### config.mk
export PLATFORM = sky130hd
export DESIGN_NAME = buffered_serial_tx
export DESIGN_NICKNAME = d
export VERILOG_FILES = /design/src/rtl/buffered_serial_tx.sv
export SDC_FILE = /design/constraint.sdc
export NUM_CORES = 1
export LEC_CHECK = 0
export ABC_AREA = 1
export CORE_MARGIN = 2
export CORE_UTILIZATION = 45
export CTS_CLUSTER_DIAMETER = 100
export DETAILED_ROUTE_END_ITERATION = 12
export HOLD_SLACK_MARGIN = 0.15
export PLACE_DENSITY = 0.72
export SYNTH_ARGS = -nofsm -noshare
export SYNTH_HDL_FRONTEND = slang
export SYNTH_SLANG_ARGS = --single-unit
### constraint.sdc
create_clock -name clk -period 2.55 [get_ports clk]
set_input_delay 0.765 -clock clk [delete_from_list [all_inputs] [get_ports clk]]
set_output_delay 0.765 -clock clk [all_outputs]
set_load 0.02 [all_outputs]
### src/rtl/buffered_serial_tx.sv
// Buffered serial transmitter: a DEPTH-word FIFO feeding a UART-style framer
// (start bit, LSB-first data, optional parity, one or two stop bits).
module buffered_serial_tx #(
  parameter int DATA_W       = 8,
  parameter int DEPTH        = 8,
  parameter int CLKS_PER_BIT = 4,
  parameter bit PARITY_EN    = 1'b0,
  parameter bit PARITY_ODD   = 1'b0,
  parameter int STOP_BITS    = 1
) (
  input  logic                   clk,
  input  logic                   rst,
  input  logic [DATA_W-1:0]      data,
  input  logic                   we,
  output logic                   full,
  output logic                   empty,
  output logic [$clog2(DEPTH):0] count,
  output logic                   tx,
  output logic                   busy,
  output logic                   overflow
);
  localparam int PW = $clog2(DEPTH);
  localparam int CW = PW + 1;
  localparam int TW = (CLKS_PER_BIT > 1) ? $clog2(CLKS_PER_BIT) : 1;
  localparam int IW = (DATA_W > 1) ? $clog2(DATA_W) : 1;
  localparam logic [TW-1:0] TMR_LAST  = TW'(CLKS_PER_BIT - 1);
  localparam logic [IW-1:0] DATA_LAST = IW'(DATA_W - 1);
  localparam logic [IW-1:0] STOP_LAST = IW'(STOP_BITS - 1);

  typedef enum logic [2:0] {IDLE, START, DATA, PARITY, STOP} state_t;

  logic [DATA_W-1:0] mem_q [DEPTH];
  logic [PW-1:0]     wr_ptr_q, rd_ptr_q;
  logic [CW-1:0]     count_q, count_d;
  logic              full_q, empty_q, overflow_q;
  logic              push, pop;

  state_t            state_q;
  logic [DATA_W-1:0] shift_q, shift_nxt;
  logic              parity_q;
  logic [TW-1:0]     tmr_q;
  logic [IW-1:0]     idx_q;
  logic              tx_q, busy_q;
  logic              bit_end;

  // full is taken from the registered count, so a pop on the same edge never frees a slot for a write
  assign push      = we && !full_q;
  assign pop       = (state_q == IDLE) && !empty_q;
  assign bit_end   = (tmr_q == TMR_LAST);
  assign shift_nxt = shift_q >> 1;

  always_comb begin
    count_d = count_q;
    if (push && !pop) begin
      count_d = count_q + CW'(1);
    end else if (pop && !push) begin
      count_d = count_q - CW'(1);
    end
  end

  always_ff @(posedge clk) begin
    if (rst) begin
      wr_ptr_q   <= '0;
      rd_ptr_q   <= '0;
      count_q    <= '0;
      full_q     <= 1'b0;
      empty_q    <= 1'b1;
      overflow_q <= 1'b0;
    end else begin
      if (push) wr_ptr_q <= wr_ptr_q + PW'(1);
      if (pop)  rd_ptr_q <= rd_ptr_q + PW'(1);
      count_q    <= count_d;
      full_q     <= (count_d == CW'(DEPTH));
      empty_q    <= (count_d == '0);
      overflow_q <= we && full_q;
    end
  end

  always_ff @(posedge clk) begin
    if (push) mem_q[wr_ptr_q] <= data;
  end

  // The frame works from its own copy of the word, so FIFO traffic cannot disturb it
  always_ff @(posedge clk) begin
    if (pop) begin
      shift_q  <= mem_q[rd_ptr_q];
      parity_q <= (^mem_q[rd_ptr_q]) ^ PARITY_ODD;
    end else if ((state_q == DATA) && bit_end) begin
      shift_q  <= shift_nxt;
    end
  end

  always_ff @(posedge clk) begin
    if (rst) begin
      state_q <= IDLE;
      tmr_q   <= '0;
      idx_q   <= '0;
      tx_q    <= 1'b1;
      busy_q  <= 1'b0;
    end else begin
      case (state_q)
        IDLE: begin
          tx_q <= 1'b1;
          if (pop) begin
            state_q <= START;
            tx_q    <= 1'b0;
            busy_q  <= 1'b1;
            tmr_q   <= '0;
            idx_q   <= '0;
          end
        end
        START: begin
          if (bit_end) begin
            state_q <= DATA;
            tmr_q   <= '0;
            idx_q   <= '0;
            tx_q    <= shift_q[0];
          end else begin
            tmr_q <= tmr_q + TW'(1);
          end
        end
        DATA: begin
          if (bit_end) begin
            tmr_q <= '0;
            if (idx_q == DATA_LAST) begin
              idx_q <= '0;
              if (PARITY_EN) begin
                state_q <= PARITY;
                tx_q    <= parity_q;
              end else begin
                state_q <= STOP;
                tx_q    <= 1'b1;
              end
            end else begin
              idx_q <= idx_q + IW'(1);
              tx_q  <= shift_nxt[0];
            end
          end else begin
            tmr_q <= tmr_q + TW'(1);
          end
        end
        PARITY: begin
          if (bit_end) begin
            state_q <= STOP;
            tmr_q   <= '0;
            tx_q    <= 1'b1;
          end else begin
            tmr_q <= tmr_q + TW'(1);
          end
        end
        STOP: begin
          if (bit_end) begin
            tmr_q <= '0;
            if (idx_q == STOP_LAST) begin
              idx_q   <= '0;
              state_q <= IDLE;
              busy_q  <= 1'b0;
            end else begin
              idx_q <= idx_q + IW'(1);
            end
          end else begin
            tmr_q <= tmr_q + TW'(1);
          end
        end
        default: begin
          state_q <= IDLE;
          tx_q    <= 1'b1;
          busy_q  <= 1'b0;
        end
      endcase
    end
  end

  assign full     = full_q;
  assign empty    = empty_q;
  assign count    = count_q;
  assign tx       = tx_q;
  assign busy     = busy_q;
  assign overflow = overflow_q;

endmodule

# [Word-level counts from Yosys, hierarchy flattened]
# Memory sizes are Yosys's and may differ from the RTL's. A register that Yosys moved wholly into a read port is not among the register bits.
# Cells that the tools add are included.
[totals] out_inout_bits=9 latch_bits=0 ff_bits=31 romBits=0 word_cells=94 memories=1 ram_bits=64
[mem_list] memory="mem_q" depth=8 width=8 rd=1 rd_clocked_by_memory_dff=1 write_ports=1 line_no="32" source="logic [DATA_W-1:0] mem_q [DEPTH];"
[op_classes] n_addsub=6 n_lt_le_gt_ge=0 reduce_logical=23 mux=36 n_shift=0 n_eq_ne=14 n_bitwise=2 n_mul=0 n_div=0
[ops] operator="3-bit 2-to-1 mux" count=15
[ops] operator="8-bit 2-to-1 mux" count=2
[ops] operator="3-bit one-hot mux with 5 select lines" count=1
[ops] operator="2-bit inequality test, second input constant" count=6
[ops] operator="3-bit one-hot mux with 4 select lines" count=1
[ops] operator="1-bit 2-to-1 mux" count=10
[ops] operator="3-bit by 1-bit adder with 3-bit output, second input constant" count=3
[ops] operator="4-bit 2-to-1 mux" count=2
[ops] operator="4-bit AND reduction" count=2
[ops] operator="7-bit AND reduction" count=1
[ops] operator="3-bit by 2-bit equality test with 1-bit output, second input constant" count=2
[ops] operator="3-bit equality test, second input constant" count=2
[ops] operator="1-bit logical AND" count=6
[ops] operator="3-bit zero test" count=2
[ops] operator="1-bit one-hot mux with 5 select lines" count=1
[ops] operator="5-bit AND reduction" count=1
[ops] operator="4-bit by 1-bit adder with 4-bit output, second input constant" count=1
[ops] operator="4-bit equality test, second input constant" count=1
[ops] operator="1-bit zero test" count=4
[ops] operator="4-bit zero test" count=1
[ops] operator="2-bit 2-to-1 mux" count=2
[ops] operator="2-bit one-hot mux with 2 select lines" count=1
[ops] operator="2-bit nonzero test" count=2
[ops] operator="4-bit nonzero test" count=1
[ops] operator="other kinds (10)" count=11

# [Logic depth before layout (Yosys ltp)]
# Gate-level depths: netlist of run 1.
[logic_depth] ltp_word=7 depth_mapped=10 ltp_nobuf=10

# [Least setup slack after synthesis of run 1]
# OpenSTA, ideal clock, no wires.
[synth_path] path_kind="input-to-reg" startpoint="input we" endpoint="memory mem_q[0][0] (enable)" n_path_buf=0 arrival_time_ps=1639 path_slack_ps=541 setup_time_ps=370 path_stages=4 required_time_ps=2180 cell_sequence="nand2_1 -> inv_1 -> nand2_1 -> nor2_1"
[synth_between] elab_chain_cells=3
[synth_rtl] element="start, declared" line_no="14" source="input logic we,"
[synth_rtl] element="1-bit logical AND" line_no="47" source="assign push = we && !full_q;"
[synth_rtl] element="1-bit 2-to-1 mux" line_no="80" source="if (push) mem_q[wr_ptr_q] <= data;"
[synth_rtl] element="1-bit 2-to-1 mux (implied by the code)" line_no="80"
[synth_rtl] element="end, declared" line_no="32"
# No other way between the ends.

# [Worst setup path after layout of run 1]
[layout_path] startpoint="register count_q[1] (netlist: count[1])" endpoint="output count[1]"
[layout_lines] element="start, declared" line_no="34" source="logic [CW-1:0] count_q, count_d;"
[layout_lines] element="start signal, assigned" line_no="72" source="count_q <= count_d;"
[layout_lines] element="end, declared" line_no="17" source="output logic [$clog2(DEPTH):0] count,"
# No word-level cell between the ends.

==> impl_results.html, run 1 <==
<table>
<tr><th>Metric</th><th>Value</th></tr>
<tr><th colspan="2">Outcome</th></tr>
<tr><td>Run status</td><td>completed</td></tr>
<tr><th colspan="2">Synth</th></tr>
<tr><td>Synthesis Warnings</td><td>0</td></tr>
<tr><td>Mux cell area share after synthesis</td><td>less than 1%</td></tr>
<tr><td>Mean area per synthesized cell</td><td>9.81 sq um</td></tr>
<tr><td>Post-Syn Nets</td><td>450</td></tr>
<tr><td>Number of register bits inferred by synthesis</td><td>98</td></tr>
<tr><td>Mapped Area</td><td>4230 sq um</td></tr>
<tr><td>Unique cell type count in the Yosys netlist</td><td>24</td></tr>
<tr><td>Fraction of the mapped netlist area in adder cells</td><td>2.37%</td></tr>
<tr><td>Post-synthesis cell count</td><td>between 400 and 500</td></tr>
<tr><td>Area fraction in and, or, nand and nor cells after synthesis</td><td>19.8%</td></tr>
<tr><td>Dominant combinational cell family by area after synthesis</td><td>simple AND/OR/NAND/NOR gates</td></tr>
<tr><td>Area share of xor/xnor cells in the synthesized design</td><td>0%</td></tr>
<tr><td>Fraction of the mapped netlist area in compound gates</td><td>9.86%</td></tr>
<tr><td>Share of synthesized area occupied by flip-flops and latches</td><td>63.5%</td></tr>
<tr><th colspan="2">STA</th></tr>
<tr><td>Slew @ Worst Pin</td><td>1060 ps</td></tr>
<tr><td>Max-slew violations</td><td>0</td></tr>
<tr><td>Max-slew headroom</td><td>28.3%</td></tr>
<tr><td>Maximum achievable frequency</td><td>447 MHz</td></tr>
<tr><td>Share of the clock period used by the worst path after layout</td><td>87.6%</td></tr>
<tr><td>Accumulated negative setup slack</td><td>0 ps</td></tr>
<tr><td>Clk_skew</td><td>~11 ps</td></tr>
<tr><td>Fin crit period</td><td>2230 ps</td></tr>
<tr><td>Unrepaired setup endpoints after global routing</td><td>false</td></tr>
<tr><td>Final hold vios</td><td>0</td></tr>
<tr><td>Number of setup violations in the final report</td><td>0</td></tr>
<tr><th colspan="2">Final layout</th></tr>
<tr><td>P&amp;R area growth vs syn</td><td>13.6%</td></tr>
<tr><td>Core occupancy in the finished layout</td><td>a little over half</td></tr>
<tr><td>Share of cells above drive strength 1</td><td>10.9%</td></tr>
<tr><td>Summed area of non-filler cells in the final layout</td><td>between 4000 and 5000 sq um</td></tr>
<tr><td>Net count of the finished layout</td><td>481</td></tr>
<tr><td>Fillers</td><td>825</td></tr>
<tr><td>Antenna cells</td><td>0</td></tr>
<tr><th colspan="2">CTS</th></tr>
<tr><td>Clock-pin transition on the worst setup and hold timing paths</td><td>110 ps</td></tr>
<tr><td>Number of buffers added to fix hold violations after cts</td><td>0</td></tr>
<tr><td>Clock buffer depth</td><td>2</td></tr>
<tr><td>Clock sink total</td><td>98</td></tr>
<tr><td>Clock buffers created by TritonCTS</td><td>9</td></tr>
<tr><td>Post-CTS Repair Setup Buffers</td><td>0</td></tr>
<tr><td>Clock tree from TritonCTS</td><td>yes</td></tr>
<tr><td>Post_cts resized</td><td>0</td></tr>
<tr><td>Maximum level of the CTS H-tree</td><td>3</td></tr>
<tr><td>Clock latency of the later-clocked register in the worst-skew pair</td><td>about 380 ps</td></tr>
<tr><td>Clock Tree Root</td><td>sky130_fd_sc_hd__clkbuf_8</td></tr>
<tr><th colspan="2">Worst setup path</th></tr>
<tr><td>End point of the critical path</td><td>count[1]</td></tr>
<tr><td>Critical path required time</td><td>about 1800 ps</td></tr>
<tr><td>Critical Path Max Stage Delay</td><td>approximately 650 ps</td></tr>
<tr><td>Arrival time reported for the critical path endpoint</td><td>1470 ps</td></tr>
<tr><td>Worst reg2reg path startpoint</td><td>tmr_q[0]</td></tr>
<tr><td>Classification of the worst setup path</td><td>register to output port</td></tr>
<tr><td>Master of the slowest instance on the critical path</td><td>sky130_fd_sc_hd__clkdlybuf4s50_1</td></tr>
<tr><td>Reg-to-Reg End</td><td>shift_q[5]</td></tr>
<tr><td>Cell depth of the worst setup path</td><td>1</td></tr>
<tr><td>Kind of cell adding the most delay to the critical path</td><td>buffers and inverters</td></tr>
<tr><td>Worst-case reg-to-reg path depth</td><td>3</td></tr>
<tr><td>Worst path buffer plus inverter count</td><td>1</td></tr>
<tr><td>Cells along the critical path</td><td>clkdlybuf4s50_1</td></tr>
<tr><td>R2r setup slk</td><td>630 ps</td></tr>
<tr><td>Highest fanout seen on the critical path</td><td>6</td></tr>
<tr><td>Startpoint type of the worst setup path</td><td>register</td></tr>
<tr><td>CP Launch Point</td><td>count[1]</td></tr>
<tr><td>Endpoint type of the worst setup path</td><td>output port</td></tr>
<tr><th colspan="2">Pwr</th></tr>
<tr><td>Relative contribution of sequential cells to total power</td><td>a little over two fifths</td></tr>
<tr><td>Internal power</td><td>between 2 and 3 mW</td></tr>
<tr><td>Power share of the combinational group</td><td>between 30 and 40%</td></tr>
<tr><td>Net switching power</td><td>around 1.9 mW</td></tr>
<tr><td>Part of the power in the clock network</td><td>20.4%</td></tr>
<tr><td>Static leakage</td><td>1.84 nW</td></tr>
<tr><td>Power density normalized to cell area</td><td>1030 nW/um^2</td></tr>
<tr><td>Worst VDD drop</td><td>0.396 mV</td></tr>
<tr><td>Switching part of the total</td><td>39.3%</td></tr>
<tr><th colspan="2">Floorplanning</th></tr>
<tr><td>Area of the core</td><td>around 9200 sq um</td></tr>
<tr><td>Initial cell density of the core</td><td>46.0%</td></tr>
<tr><td>Die boundary height</td><td>101 microns</td></tr>
<tr><td>Die Wd</td><td>101 microns</td></tr>
<tr><td>Standard-cell rows</td><td>35</td></tr>
<tr><td>Area of the die</td><td>10200 sq um</td></tr>
<tr><td>Total I/O pin count</td><td>20</td></tr>
<tr><th colspan="2">Detailed routing</th></tr>
<tr><td>Final wirelength</td><td>roughly 8100 microns</td></tr>
<tr><td>Average routed wire per standard cell</td><td>14.0 microns</td></tr>
<tr><td>Total via count in the routed design</td><td>about 3k</td></tr>
<tr><td>1st-iter DRT viols</td><td>239</td></tr>
<tr><td>First drt pass iteration count</td><td>4</td></tr>
<tr><td>Number of remaining DRC errors</td><td>0</td></tr>
<tr><td>Detail Route Antenna Nets</td><td>0</td></tr>
<tr><td>Vias per std cell</td><td>5.09</td></tr>
<tr><th colspan="2">Global route</th></tr>
<tr><td>First-pass GRT wire length</td><td>13300 microns</td></tr>
<tr><td>Number of antenna violations at the first check in global routing</td><td>0</td></tr>
<tr><td>Total congestion overflow after global routing</td><td>0</td></tr>
<tr><td>Maximum number of pins on one net before global-route repair</td><td>34</td></tr>
<tr><td>GRT Total Usage</td><td>between 10% and 20%</td></tr>
<tr><td>Via count of the first global-routing pass</td><td>2828</td></tr>
<tr><th colspan="2">Placed design</th></tr>
<tr><td>Number of buffers inserted by port buffering</td><td>19</td></tr>
<tr><td>Total placed instance area</td><td>4600 sq um</td></tr>
<tr><td>Weighted congestion at the end of routability-driven global placement</td><td>0.852</td></tr>
<tr><td>Detailed Place HPWL</td><td>5460 microns</td></tr>
<tr><th colspan="2">Worst hold path</th></tr>
<tr><td>Min-delay worst type</td><td>register to register</td></tr>
<tr><td>Min-Delay Startpoint</td><td>tmr_q[1]</td></tr>
<tr><th colspan="2">Flow run</th></tr>
<tr><td>Max-capacitance violation count</td><td>0</td></tr>
</table>
## how the worst min path moves through the flow
stage | to | cells past startpoint
floorplan | tmr_q[1] | 2
global placement | tmr_q[1] | 2
detailed placement | tmr_q[1] | 2
CTS | tmr_q[1] | 2
global route | tmr_q[1] | 2
finish | tmr_q[1] | 2
## final cells by class
| cell class | count | area [sq um] | share of cell area (%) |
|---|---|---|---|
| timing repair buffer | 32 | 288 | 5.99 |
| tap | 111 | 139 | 2.89 |
| sequential | 98 | 2680 | 55.8 |
| clock inverter | 7 | 76.3 | 1.59 |
| multi-input combinational | 286 | 1360 | 28.4 |
| clock buffer | 9 | 124 | 2.58 |
| inverter | 35 | 131 | 2.74 |
## power by group through the flow
stage / Clock (mW) / Sequential (mW) / Combinational, mW
final: 1.01 / 2.12 / 1.80
after global routing: 1.10 / 2.15 / 2.05
after CTS: 1.03 / 2.12 / 1.80
after detailed placement: 0 / 2.16 / 1.79
after global placement: 0 / 2.15 / 1.74
after floorplan: 0 / 2.19 / 1.26
## kinds of logic after synthesis
logic type / Yosys count
buffers and inverters: 47
multiplexers: 1
flip-flops: 98
AND/OR/NAND/NOR: 194
adder cells (fa/ha/maj): 8
AO/OA/AOI/OAI: 83
## cells in the final DEF, fill, tap and decap left out
master,synthesis,routed
sky130_fd_sc_hd__a21oi_1,13,13
sky130_fd_sc_hd__o22ai_1,1,1
sky130_fd_sc_hd__buf_4,0,13
sky130_fd_sc_hd__or2_2,1,1
sky130_fd_sc_hd__nand2_4,3,3
sky130_fd_sc_hd__inv_1,33,33
sky130_fd_sc_hd__o21ai_0,66,66
sky130_fd_sc_hd__mux2i_1,1,1
sky130_fd_sc_hd__nand3_1,16,16
sky130_fd_sc_hd__edfxtp_1,72,72
sky130_fd_sc_hd__inv_2,2,2
sky130_fd_sc_hd__dfxtp_1,26,26
sky130_fd_sc_hd__clkinv_4,0,2
sky130_fd_sc_hd__nand2_2,8,8
sky130_fd_sc_hd__nor2_1,88,88
sky130_fd_sc_hd__nor3_1,2,2
sky130_fd_sc_hd__nand3b_1,1,1
sky130_fd_sc_hd__inv_8,0,3
sky130_fd_sc_hd__ha_1,8,8
sky130_fd_sc_hd__o21ai_1,3,3
sky130_fd_sc_hd__inv_6,0,1
sky130_fd_sc_hd__nand2_1,66,66
sky130_fd_sc_hd__clkinv_8,0,1
sky130_fd_sc_hd__clkbuf_8,0,9
sky130_fd_sc_hd__nor2_4,2,2
sky130_fd_sc_hd__nand3_2,1,1
sky130_fd_sc_hd__clkdlybuf4s50_1,0,19
sky130_fd_sc_hd__nand4_1,1,1
sky130_fd_sc_hd__nor2_2,5,5
## sequential cells by signal, summed over array words and instances (netlist names), named ones only
name / count
state_q: 3
tmr_q: 2
full: 1
idx_q: 3
tx: 1
busy: 1
wr_ptr_q: 3
overflow: 1
count: 4
rd_ptr_q: 3
mem_q: 64
shift_q: 8
empty: 1
## per-stage QoR
stage	hold WS (ps)	power (mW)	cells	setup slack [ps]
after floorplan	443	3.45	431	541
after global placement	451	3.89	562	321
after detailed placement	459	3.95	562	255
after CTS	475	4.95	578	310
after global routing	507	5.30	578	242
final	472	4.93	578	315
## cells in the mapped netlist (all sizes together)
master  number  area [sq um]
ha           8           100
nand2       77           332
o21ai       69           345
nand3       17          90.1
clkbuf       8          30.0
nor3         2          10.0
nand4        1          6.26
or2          1          6.26
nor2        95           384
o22ai        1          6.26
dfxtp       26           521
buf          4          20.0
mux2i        1          10.0
a21oi       13          65.1
edfxtp      72          2160
nand3b       1          7.51
inv         35           131
## layer usage
metal	share of wire (%)	GRT usage [%]
met3	3.8	4.58
met2	49	27.8
met5	0	0
met4	0.63	5.72
met1	47	22.6
No activity file was read; power rests on OpenSTA's default activity.
==> run 2, diff against run 1 <==
Settings changed: ABC_CLOCK_PERIOD_IN_PS set to 2550, CORE_MARGIN 2 to 10.
==> run 2 against run 1 <==
Effect of this change: non-clock buffer count stayed put; die area is 34% higher; sequential share of layout area hardly changed; clock-buffer cell count stayed put; sequential power hardly changed; via count is 0.71% higher; register-to-register slack worse by 30 ps; first-iteration DRC count is 12% higher; largest cell class unchanged.
==> impl_results.html, run 2 (synthesis gave the netlist of run 1 again) <==
<table>
<tr><th>Metric</th><th>Value</th></tr>
<tr><th colspan="2">Outcome</th></tr>
<tr><td>Run status</td><td>completed</td></tr>
<tr><th colspan="2">Worst setup path</th></tr>
<tr><td>Worst-case reg-to-reg path depth</td><td>3 (unchanged)</td></tr>
<tr><td>R2r setup slk</td><td>600 ps (-30 ps)</td></tr>
<tr><td>Reg-to-Reg End</td><td>shift_q[3]</td></tr>
<tr><td>Master of the slowest instance on the critical path</td><td>sky130_fd_sc_hd__clkdlybuf4s50_1</td></tr>
<tr><td>CP Launch Point</td><td>count[1]</td></tr>
<tr><td>Critical path required time</td><td>1790 ps (about the same)</td></tr>
<tr><td>Cells along the critical path</td><td>clkdlybuf4s50_1</td></tr>
<tr><td>Endpoint type of the worst setup path</td><td>output port</td></tr>
<tr><td>Worst reg2reg path startpoint</td><td>tmr_q[0]</td></tr>
<tr><td>Classification of the worst setup path</td><td>register to output port</td></tr>
<tr><td>Startpoint type of the worst setup path</td><td>register</td></tr>
<tr><td>Cell depth of the worst setup path</td><td>1 (unchanged)</td></tr>
<tr><td>Kind of cell adding the most delay to the critical path</td><td>buffers and inverters</td></tr>
<tr><td>Critical Path Max Stage Delay</td><td>650 ps (about the same)</td></tr>
<tr><td>Worst path buffer plus inverter count</td><td>1 (unchanged)</td></tr>
<tr><td>Arrival time reported for the critical path endpoint</td><td>1450 ps (-20 ps)</td></tr>
<tr><td>Highest fanout seen on the critical path</td><td>6 (unchanged)</td></tr>
<tr><td>End point of the critical path</td><td>count[1]</td></tr>
<tr><th colspan="2">Placed design</th></tr>
<tr><td>Detailed Place HPWL</td><td>5950 microns (+9.0%)</td></tr>
<tr><td>Weighted congestion at the end of routability-driven global placement</td><td>0.858 (+0.79%)</td></tr>
<tr><td>Number of buffers inserted by port buffering</td><td>19 (unchanged)</td></tr>
<tr><th colspan="2">Detailed routing</th></tr>
<tr><td>Number of remaining DRC errors</td><td>0 (unchanged)</td></tr>
<tr><td>Vias per std cell</td><td>5.13 (+0.89%)</td></tr>
<tr><td>Total via count in the routed design</td><td>2961 (+0.71%)</td></tr>
<tr><td>Final wirelength</td><td>8420 microns (+4.0%)</td></tr>
<tr><td>First drt pass iteration count</td><td>4 (unchanged)</td></tr>
<tr><td>Detail Route Antenna Nets</td><td>0 (unchanged)</td></tr>
<tr><td>1st-iter DRT viols</td><td>267 (+12%)</td></tr>
<tr><td>Average routed wire per standard cell</td><td>14.6 microns (+4.2%)</td></tr>
<tr><th colspan="2">STA</th></tr>
<tr><td>Number of setup violations in the final report</td><td>0 (unchanged)</td></tr>
<tr><td>Accumulated negative setup slack</td><td>0 ps (unchanged)</td></tr>
<tr><td>Clk_skew</td><td>13.1 ps (+1.64 ps)</td></tr>
<tr><td>Maximum achievable frequency</td><td>452 MHz (+0.93%)</td></tr>
<tr><td>Max-slew headroom</td><td>24.9% (-3.4 points)</td></tr>
<tr><td>Share of the clock period used by the worst path after layout</td><td>86.8% (-0.81 points)</td></tr>
<tr><td>Fin crit period</td><td>2210 ps (-20.7 ps)</td></tr>
<tr><td>Max-slew violations</td><td>0 (unchanged)</td></tr>
<tr><td>Slew @ Worst Pin</td><td>1110 ps (+49.8 ps)</td></tr>
<tr><td>Worst hold slack</td><td>467 ps (-5.01 ps)</td></tr>
<tr><td>Unrepaired setup endpoints after global routing</td><td>false</td></tr>
<tr><td>Final hold vios</td><td>0 (unchanged)</td></tr>
<tr><th colspan="2">Worst hold path</th></tr>
<tr><td>Min-delay worst type</td><td>register to register</td></tr>
<tr><td>Worst hold path stage count</td><td>2 (unchanged)</td></tr>
<tr><th colspan="2">CTS</th></tr>
<tr><td>Clock sink total</td><td>98 (unchanged)</td></tr>
<tr><td>Maximum level of the CTS H-tree</td><td>3 (unchanged)</td></tr>
<tr><td>Number of buffers added to fix hold violations after cts</td><td>0 (unchanged)</td></tr>
<tr><td>Clock-pin transition on the worst setup and hold timing paths</td><td>100 ps (about the same)</td></tr>
<tr><td>Clock Tree Root</td><td>sky130_fd_sc_hd__clkbuf_8</td></tr>
<tr><td>Post-CTS Repair Setup Buffers</td><td>0 (unchanged)</td></tr>
<tr><td>Clock buffers created by TritonCTS</td><td>9 (unchanged)</td></tr>
<tr><td>Clock latency of the later-clocked register in the worst-skew pair</td><td>360 ps (-20 ps)</td></tr>
<tr><td>Clock tree from TritonCTS</td><td>yes</td></tr>
<tr><td>Post_cts resized</td><td>0 (unchanged)</td></tr>
<tr><td>Clock buffer depth</td><td>2 (unchanged)</td></tr>
<tr><th colspan="2">Final layout</th></tr>
<tr><td>Most frequent cells in the layout</td><td>88 x sky130_fd_sc_hd__nor2_1, 72 x sky130_fd_sc_hd__edfxtp_1, 66 x sky130_fd_sc_hd__o21ai_0, 66 x sky130_fd_sc_hd__nand2_1, 33 x sky130_fd_sc_hd__inv_1</td></tr>
<tr><td>Fillers</td><td>839 (+1.7%)</td></tr>
<tr><td>Flip-flop count of the largest register after layout</td><td>64 (unchanged)</td></tr>
<tr><td>Share of cells above drive strength 1</td><td>10.7% (-0.19 points)</td></tr>
<tr><td>P&amp;R area growth vs syn</td><td>13.6% (about the same)</td></tr>
<tr><td>Register containing the most flip-flops in the final layout</td><td>mem_q</td></tr>
<tr><td>Net count of the finished layout</td><td>481 (unchanged)</td></tr>
<tr><td>Leading cell type in the layout, fill and taps excluded</td><td>sky130_fd_sc_hd__nor2_1</td></tr>
<tr><td>Antenna cells</td><td>0 (unchanged)</td></tr>
<tr><th colspan="2">Pwr</th></tr>
<tr><td>Internal power</td><td>3.06 mW (+2.4%)</td></tr>
<tr><td>Power density normalized to cell area</td><td>1030 nW/um^2 (+0.27%)</td></tr>
<tr><td>Net switching power</td><td>1.87 mW (-3.1%)</td></tr>
<tr><td>Power share of the combinational group</td><td>36.4% (about the same)</td></tr>
<tr><td>Switching part of the total</td><td>38.0% (-1.3 points)</td></tr>
<tr><td>Static leakage</td><td>1.83 nW (-0.47%)</td></tr>
<tr><td>Relative contribution of sequential cells to total power</td><td>43.1% (about the same)</td></tr>
<tr><td>Part of the power in the clock network</td><td>20.4% (about the same)</td></tr>
<tr><td>Worst VDD drop</td><td>0.405 mV (+2.4%)</td></tr>
<tr><th colspan="2">Floorplanning</th></tr>
<tr><td>Area of the core</td><td>9200 sq um (unchanged)</td></tr>
<tr><td>Standard-cell rows</td><td>35 (unchanged)</td></tr>
<tr><td>Initial cell density of the core</td><td>46.0% (unchanged)</td></tr>
<tr><td>Die boundary height</td><td>117 microns (+16%)</td></tr>
<tr><td>Die Wd</td><td>117 microns (+16%)</td></tr>
<tr><td>Total I/O pin count</td><td>20 (unchanged)</td></tr>
<tr><td>Area of the die</td><td>13700 sq um (+34%)</td></tr>
<tr><th colspan="2">Global route</th></tr>
<tr><td>GRT Total Usage</td><td>13.2% (-4.0 points)</td></tr>
<tr><td>Total congestion overflow after global routing</td><td>0 (unchanged)</td></tr>
<tr><td>Via count of the first global-routing pass</td><td>2899 (+2.5%)</td></tr>
<tr><td>Maximum number of pins on one net before global-route repair</td><td>33 (-2.9%)</td></tr>
<tr><td>First-pass GRT wire length</td><td>14200 microns (+6.4%)</td></tr>
<tr><td>Number of antenna violations at the first check in global routing</td><td>0 (unchanged)</td></tr>
<tr><th colspan="2">Flow run</th></tr>
<tr><td>Max-capacitance violation count</td><td>0 (unchanged)</td></tr>
</table>
## run 2: changes by cell type in the layout (fill, tap and decap cells not counted)
cell / change
sky130_fd_sc_hd__clkinvlp_4: +2
sky130_fd_sc_hd__inv_8: -2
sky130_fd_sc_hd__clkinv_8: -1
sky130_fd_sc_hd__bufinv_16: +1
sky130_fd_sc_hd__clkinv_4: -1
## run 2: per-stage QoR
stage	instance area [sq um]	utilization, %	instances	setup WS (ps)	power, mW
floorplan	4230	-	431	541	3.45
global placement	4600	50.1	562	323	3.90
detailed placement	4600	50.1	562	251	3.96
CTS	4800	52.2	577	325	4.96
global route	4800	52.2	577	285	5.31
finish	4800	52.2	577	336	4.94
## run 2: cell type report
| cell class | instances | area [sq um] | share of cell area (%) |
|---|---|---|---|
| inverters | 35 | 131 | 2.74 |
| multi-input cells | 286 | 1360 | 28.4 |
| well taps | 111 | 139 | 2.89 |
| clock inverters | 6 | 73.8 | 1.54 |
| clock buffers | 9 | 124 | 2.58 |
| flip-flops and latches | 98 | 2680 | 55.9 |
| repair buffers | 32 | 288 | 5.99 |
## run 2: how the worst min path moves through the flow
stage | from | end
after floorplan | tmr_q[1] | tmr_q[1]
after global placement | tmr_q[1] | tmr_q[1]
after detailed placement | full | overflow
after CTS | full | overflow
after global routing | full | overflow
final | full | overflow
## run 2: tightest hold or removal path, cell delays in order, from the launching register on
cell	delay, ps
sky130_fd_sc_hd__dfxtp_1	340
sky130_fd_sc_hd__nand2_1	70
sky130_fd_sc_hd__nor2_1	30
## run 2: metal layers
metal  up-vias  wire (microns)  share of wire (%)  global-route usage (%)
li1       1508               -                  -                       -
met1      1387            3870                 46                    16.7
met2        58            4080                 48                    21.7
met3         8             367                4.4                    2.70
met4         0             106                1.3                    4.70
met5         -               0                  0                       0
## run 2: power groups by stage
stage                     logic (mW)  registers (mW)  clock network [mW]
final                           1.80            2.13                1.01
after global placement          1.75            2.15                   0
after detailed placement        1.80            2.17                   0
after floorplan                 1.26            2.19                   0
after global routing            2.07            2.16                1.09
after CTS                       1.80            2.13                1.03
